**config.mk**
```make
export PLATFORM = sky130hd
export DESIGN_NAME = bilinear_interp_pipe
export DESIGN_NICKNAME = d
export VERILOG_FILES = /design/src/rtl/bilinear_interp_pipe.sv
export SDC_FILE = /design/constraint.sdc
export NUM_CORES = 1
export LEC_CHECK = 0
export CAP_MARGIN = 30
export CORE_ASPECT_RATIO = 0.8
export CORE_UTILIZATION = 55
export DETAILED_ROUTE_END_ITERATION = 8
export PLACE_DENSITY = 0.73
export SETUP_SLACK_MARGIN = 0.5
export SLEW_MARGIN = 5
export SYNTH_ARGS = -nofsm -noshare
export SYNTH_HDL_FRONTEND = slang
export SYNTH_SLANG_ARGS = --single-unit
export TNS_END_PERCENT = 5
```
**constraint.sdc**
```tcl
create_clock -name clk -period 8.65 [get_ports clk]
set_input_delay 1.2975 -clock clk [delete_from_list [all_inputs] [get_ports clk]]
set_output_delay 1.2975 -clock clk [all_outputs]
set_load 0.1 [all_outputs]
```
**src/rtl/bilinear_interp_pipe.sv**
```systemverilog
// rtl/bilinear_interp_pipe.sv - three-stage bilinear pixel interpolator with stall and single-step control
module bilinear_interp_pipe #(
   parameter int PIX_W  = 8,
   parameter int FRAC_W = 8
) (
   input  logic              clk,
   input  logic              rst,
   input  logic              step_mode,
   input  logic              step_pulse,
   input  logic              in_valid,
   output logic              in_ready,
   input  logic [PIX_W-1:0]  p00,
   input  logic [PIX_W-1:0]  p10,
   input  logic [PIX_W-1:0]  p01,
   input  logic [PIX_W-1:0]  p11,
   input  logic [FRAC_W-1:0] fx,
   input  logic [FRAC_W-1:0] fy,
   output logic              out_valid,
   input  logic              out_ready,
   output logic [PIX_W-1:0]  out_pix,
   output logic              busy,
   output logic [15:0]       pix_count
);

   // Weights are one bit wider than the fraction so a zero fraction gives the full weight 1.0.
   localparam int WGT_W = FRAC_W + 1;
   localparam int TOP_W = PIX_W + FRAC_W;
   localparam int V_W   = TOP_W + FRAC_W;
   localparam int RND_W = V_W + 1;
   localparam int SHIFT = 2 * FRAC_W;
   localparam logic [WGT_W-1:0] ONE  = {1'b1, {FRAC_W{1'b0}}};
   localparam logic [RND_W-1:0] HALF = RND_W'(1) << (SHIFT - 1);

   logic              s1_valid, s2_valid, s3_valid;
   logic [TOP_W-1:0]  s1_top, s1_bot;
   logic [FRAC_W-1:0] s1_fy;
   logic [V_W-1:0]    s2_v;
   logic [PIX_W-1:0]  s3_pix;
   logic              adv;

   logic [WGT_W-1:0]  wx, fx_w, wy, fy_w;
   logic [TOP_W-1:0]  top_next, bot_next;
   logic [V_W-1:0]    v_next;
   logic [RND_W-1:0]  v_rnd;
   logic [PIX_W-1:0]  pix_next;

   // Horizontal blend of both rows, vertical blend, then round-to-nearest back to pixel scale.
   assign fx_w     = {1'b0, fx};
   assign wx       = ONE - fx_w;
   assign fy_w     = {1'b0, s1_fy};
   assign wy       = ONE - fy_w;
   assign top_next = TOP_W'(p00) * TOP_W'(wx) + TOP_W'(p10) * TOP_W'(fx_w);
   assign bot_next = TOP_W'(p01) * TOP_W'(wx) + TOP_W'(p11) * TOP_W'(fx_w);
   assign v_next   = V_W'(s1_top) * V_W'(wy) + V_W'(s1_bot) * V_W'(fy_w);
   assign v_rnd    = RND_W'(s2_v) + HALF;
   assign pix_next = PIX_W'(v_rnd >> SHIFT);

   // Valid outputs are masked while reset is high so nothing can be handed off in the reset cycle.
   assign out_valid = s3_valid & ~rst;
   assign busy      = (s1_valid | s2_valid | s3_valid) & ~rst;
   assign out_pix   = s3_pix;
   assign adv       = (~step_mode | step_pulse) & ~(out_valid & ~out_ready);
   assign in_ready  = adv;

   // Whole pipeline shifts together on adv; data registers only load behind a valid beat.
   always_ff @(posedge clk) begin
      if (rst) begin
         s1_valid <= 1'b0;
         s2_valid <= 1'b0;
         s3_valid <= 1'b0;
         s1_top   <= '0;
         s1_bot   <= '0;
         s1_fy    <= '0;
         s2_v     <= '0;
         s3_pix   <= '0;
      end else if (adv) begin
         s1_valid <= in_valid;
         s2_valid <= s1_valid;
         s3_valid <= s2_valid;
         if (in_valid) begin
            s1_top <= top_next;
            s1_bot <= bot_next;
            s1_fy  <= fy;
         end
         if (s1_valid) begin
            s2_v <= v_next;
         end
         if (s2_valid) begin
            s3_pix <= pix_next;
         end
      end
   end

   // Count completed output handshakes; wraps naturally at 16 bits.
   always_ff @(posedge clk) begin
      if (rst) begin
         pix_count <= '0;
      end else if (out_valid & out_ready) begin
         pix_count <= pix_count + 16'd1;
      end
   end

endmodule

```
# Word-level counts from Yosys, hierarchy flattened
# Cells that the tools add are included.
# word_totals
elab_cells	37
out_inout_bits	27
reg_bits	91
inputBits	54
# classes
mul	6
reduce_logical	3
n_addsub	7
n_bitwise	12
# ops
cell	n
$add A16 B16 Y16	2
$mul A8 B8 Y16	2
$mul A8 B9 Y16	2
$add A24 B16 Y24 const B	1
$add A24 B24 Y24	1
$mul A16 B8 Y24	1
$mul A16 B9 Y24	1
$sub A9 B8 Y9 const A	2
$add A16 B1 Y16 const B	1
$reduce_and A2 Y1	3
$and A1 B1 Y1	5
$not A1 Y1	4
$or A1 B1 Y1	3

# Longest topological paths before layout
# depth
word_depth	6
mapped_depth	27
depth_no_buf	25

# Worst setup path before layout
# No wires, ideal clock.
# synth_path
path_kind	input port to flip-flop
start	input fx[3]
end	register s1_bot[14]
t_required_ps	8580
path_stages	24
path_slack_ps	1486
arrival_time_ps	7093
path_buffers	2
setup_time_ps	70
cell_sequence	buf_2 > nor2_1 > nand3_1 > nor4_1 > xnor2_1 > clkbuf_1 > nand2_1 > fa_1 > fa_1 > inv_1 > fa_1 > inv_1 > fa_1 > fa_1 > fa_1 > inv_1 > ha_1 > or3_1 > a21oi_1 > o31ai_1 > o41ai_1 > xnor2_1 > nand2_1 > a21oi_1
# synth_via
elab_chain_cells	3
word_cells_on_any_way	4
cone_classes	2 x add/sub; 2 x mul
# synth_rtl
element	line	source
start: declaration	16	input logic [FRAC_W-1:0] fx,
$sub A9 B8 Y9	49	assign wx = ONE - fx_w;
$mul A8 B9 Y16	53	assign bot_next = TOP_W'(p01) * TOP_W'(wx) + TOP_W'(p11) * TOP_W'(fx_w);
$add A16 B16 Y16 (*)	53	
end signal: assignment	82	s1_bot <= bot_next;
end: declaration	35	logic [TOP_W-1:0] s1_top, s1_bot;
# Every way passes the cells marked *; elsewhere a longest branch is shown, timed or not.
# A chain may end at the register's enable or synchronous reset.

# Worst setup path after layout
# layout_path
start	input fx[4]
end	register s1_bot[14]
# Same word-level chain as after synthesis.

==> impl_metrics.tcl <==
set metrics [dict create \
    status "finished, final reports clean" \
    yosysTopAreaCellShare 0.414 \
    fmax_ghz 0.129 \
    wl_per_cell_um 16.5 \
    stdcell_count 2866 \
    crit_cells 27 \
    grt_usage 0.274 \
    worstHoldStart "s1_valid" \
    cp-start-kind "primary input" \
    antenna_found_initial 0 \
    relSlewSlack 0.315 \
    dieArea_um2 37900 \
    grt_pass1_vias 16700 \
    finalHoldViolations 0 \
    num_antenna_cells 0 \
    yosys-top-cells-area "fa_1 41%, ha_1 12%, inv_1 10%, and2_1 9.4%, dfxtp_1 7.5%" \
    post-place-ws_ns 0.450 \
    vias_per_cell 5.27 \
    slew_violations 0 \
    cts_made_buffers 9 \
    timing.final.crit_share 0.895 \
    cts_buffer_depth 2 \
    worstPathMaxFanout 16 \
    cts_tree "done" \
    yosysWarnings 0 \
    tns_ns 0 \
    cp.required_ns 8.93 \
    seq_area_frac_synth 0.0746 \
    reg2reg_slack_ns 1.08 \
    synthCells 2356 \
    yosys.area.top_type "fa_1" \
    die_w_um 217 \
    drive_gt1_frac 0.0260 \
    rows 62 \
    root_buffer "clkbuf_16" \
    seq_area_um2 1520 \
    final_common_cell "inv_1" \
    synth_flop_cell "dfxtp_1" \
    final.setup_skew_ns 0.00439 \
    path_clk_slew_ns 0.06 \
    cts_hold_buf 0 \
    cp-startpoint "fx[4]" \
    worst-path-buf-inv 9 \
    dr.pass1.iters 5 \
    clock_sinks 76 \
    grt_first_pass_wirelength_um 82100 \
    maxCapViolations 0 \
    syn_nets 3035 \
    die_y_um 174 \
    io_buffers 80 \
    power_density_nw_per_um2 276 \
    drcViolationCount 0 \
    cp_top_family "adder cells" \
    ys_types 47 \
    gp_congestion 0.892 \
    hpwl_um 39200 \
    final_cell_mix "565 x inv_1, 422 x fa_1, 334 x nand2_1" \
    drt_iter0_markers 965 \
    p_leak_nw 11.1 \
    rsz0062_at_grt "no" \
    coreArea_um2 36200 \
    wl_um 47200 \
    ant_nets 0 \
    whs_endpoint "s1_valid" \
    final_net_count 3060 \
    async_reset_ff_frac 0 \
    multi_input_area_um2 16400 \
    cp.arrival_ns 8.03 \
    syn_area_per_cell_um2 8.66 \
    fin_ws_ns 0.907 \
    area_growth_pct 7.94 \
    critPathMaxStageDelay_ns 0.57 \
    rr_endpoint "s2_v[23]" \
    gr-total-overflow 0 \
    synth_seq_cells 76 \
    nFillCells 3129 \
    endpoint_kind "flip-flop" \
    peakVddDrop_v 0.000343 \
    start_util 0.563 \
    reg2reg_from "s1_fy[2]" \
    clk_latency_ns 0.36 \
    h-tree-depth 3 \
    grt_max_degree 84 \
    placed_cells 2850 \
    via_count 15100 \
    critical-path-slowest-cell "clkdlybuf4s50_1" \
    p_total_mw 6.07 \
    fin_crit_ns 7.74 \
    reg2regPathDepth 24 \
    io_pins 81 \
    syn-cell-area_um2 20400 \
    timing.final.setup_violations 0 \
    synth_edf_count 0 \
    hold_depth 2 \
    critPathKind "primary input to flip-flop" \
    min_path_type "flip-flop to flip-flop" \
    worst_pin_slew_ns 1.02 \
]
-- layer usage --
metal	vias to the layer above	part of all wire	global-route usage
met1	7585	0.44	0.381
li1	6944	-	-
met3	68	0.075	0.0432
met2	507	0.47	0.452
met4	0	0.018	0.0590
met5	-	0	0
-- Yosys cell counts (3+ instances only) --
cell type  count
nor2b_1        3
and3_1        11
o21ai_0        9
fa_1         422
dfxtp_1       76
nor2_1        53
nand3_1       25
nor3_1        21
ha_1         203
o21bai_1       5
clkbuf_1      92
inv_1        565
buf_1          8
nand2_1      334
nand3b_1       8
o31ai_1        3
nand2b_1       3
or3_1          5
a211oi_1      15
and2_1       306
a21o_1         7
xor2_1        32
o211ai_1       3
xnor2_1       45
o21a_1         3
a21oi_1       65
-- kinds of logic after synthesis --
| kind of cell | synth area share |
|---|---|
| AOI/OAI and AO/OA | 0.0399 |
| buffers and inverters | 0.123 |
| DFF | 0.0746 |
| and+or+nand+nor | 0.190 |
| adders and majority gates | 0.538 |
| xor gates and xnor gates | 0.0330 |
| muxes | 0.000981 |
-- power by group --
group / leakage [nW] / internal [mW] / switching (mW)
registers: 0.620 / 0.408 / 0.132
clock network: 0.153 / 0.236 / 0.175
logic: 10.3 / 2.24 / 2.88
-- tightest hold or removal path, stage by stage (launching register included) --
cell and delay [ns]:
dfxtp_1 0.33, nand2_1 0.06, a21oi_1 0.05
-- registers in the layout, summed over array words and instances (netlist names) --
| name | count |
|---|---|
| out_pix | 8 |
| s1_bot | 16 |
| s1_top | 16 |
| s2_v | 9 |
| s3_valid | 1 |
| s2_valid | 1 |
| s1_valid | 1 |
| pix_count | 16 |
| s1_fy | 8 |
-- how the worst max path moves through the flow --
| stage | slack (ns) | to |
|---|---|---|
| after floorplan | 1.49 | s1_bot[14] |
| after CTS | 0.76 | s1_top[14] |
| after global routing | 0.54 | s2_v[22] |
| after global placement | 0.45 | s1_top[15] |
| final | 0.91 | s1_bot[14] |
| after detailed placement | 0.45 | s1_top[14] |
-- metrics by stage --
| step | utilization | cell area, µm² | hold slack (ns) |
|---|---|---|---|
| 2_1_floorplan | - | 20400 | 0.445 |
| 3_3_place_gp | 0.598 | 21700 | 0.455 |
| 3_5_place_dp | 0.599 | 21700 | 0.474 |
| 4_1_cts | 0.608 | 22000 | 0.484 |
| 5_1_grt | 0.608 | 22000 | 0.514 |
| 6_report | 0.608 | 22000 | 0.483 |
-- cell type report --
cell class / instances / area share
flip-flops and latches: 76 / 0.0691
inverters: 565 / 0.0963
clock inverters: 5 / 0.00307
clock buffers: 11 / 0.0110
repair buffers: 116 / 0.0493
multi-input cells: 1613 / 0.744
well taps: 480 / 0.0273
-- timing repair --
action,CTS,global route
hold endpoints to repair,0,0
setup buffers,0,0
resized for setup,0,1
endpoints found under the setup margin,0,3
Note: power is estimated with default switching activity, not from simulation.
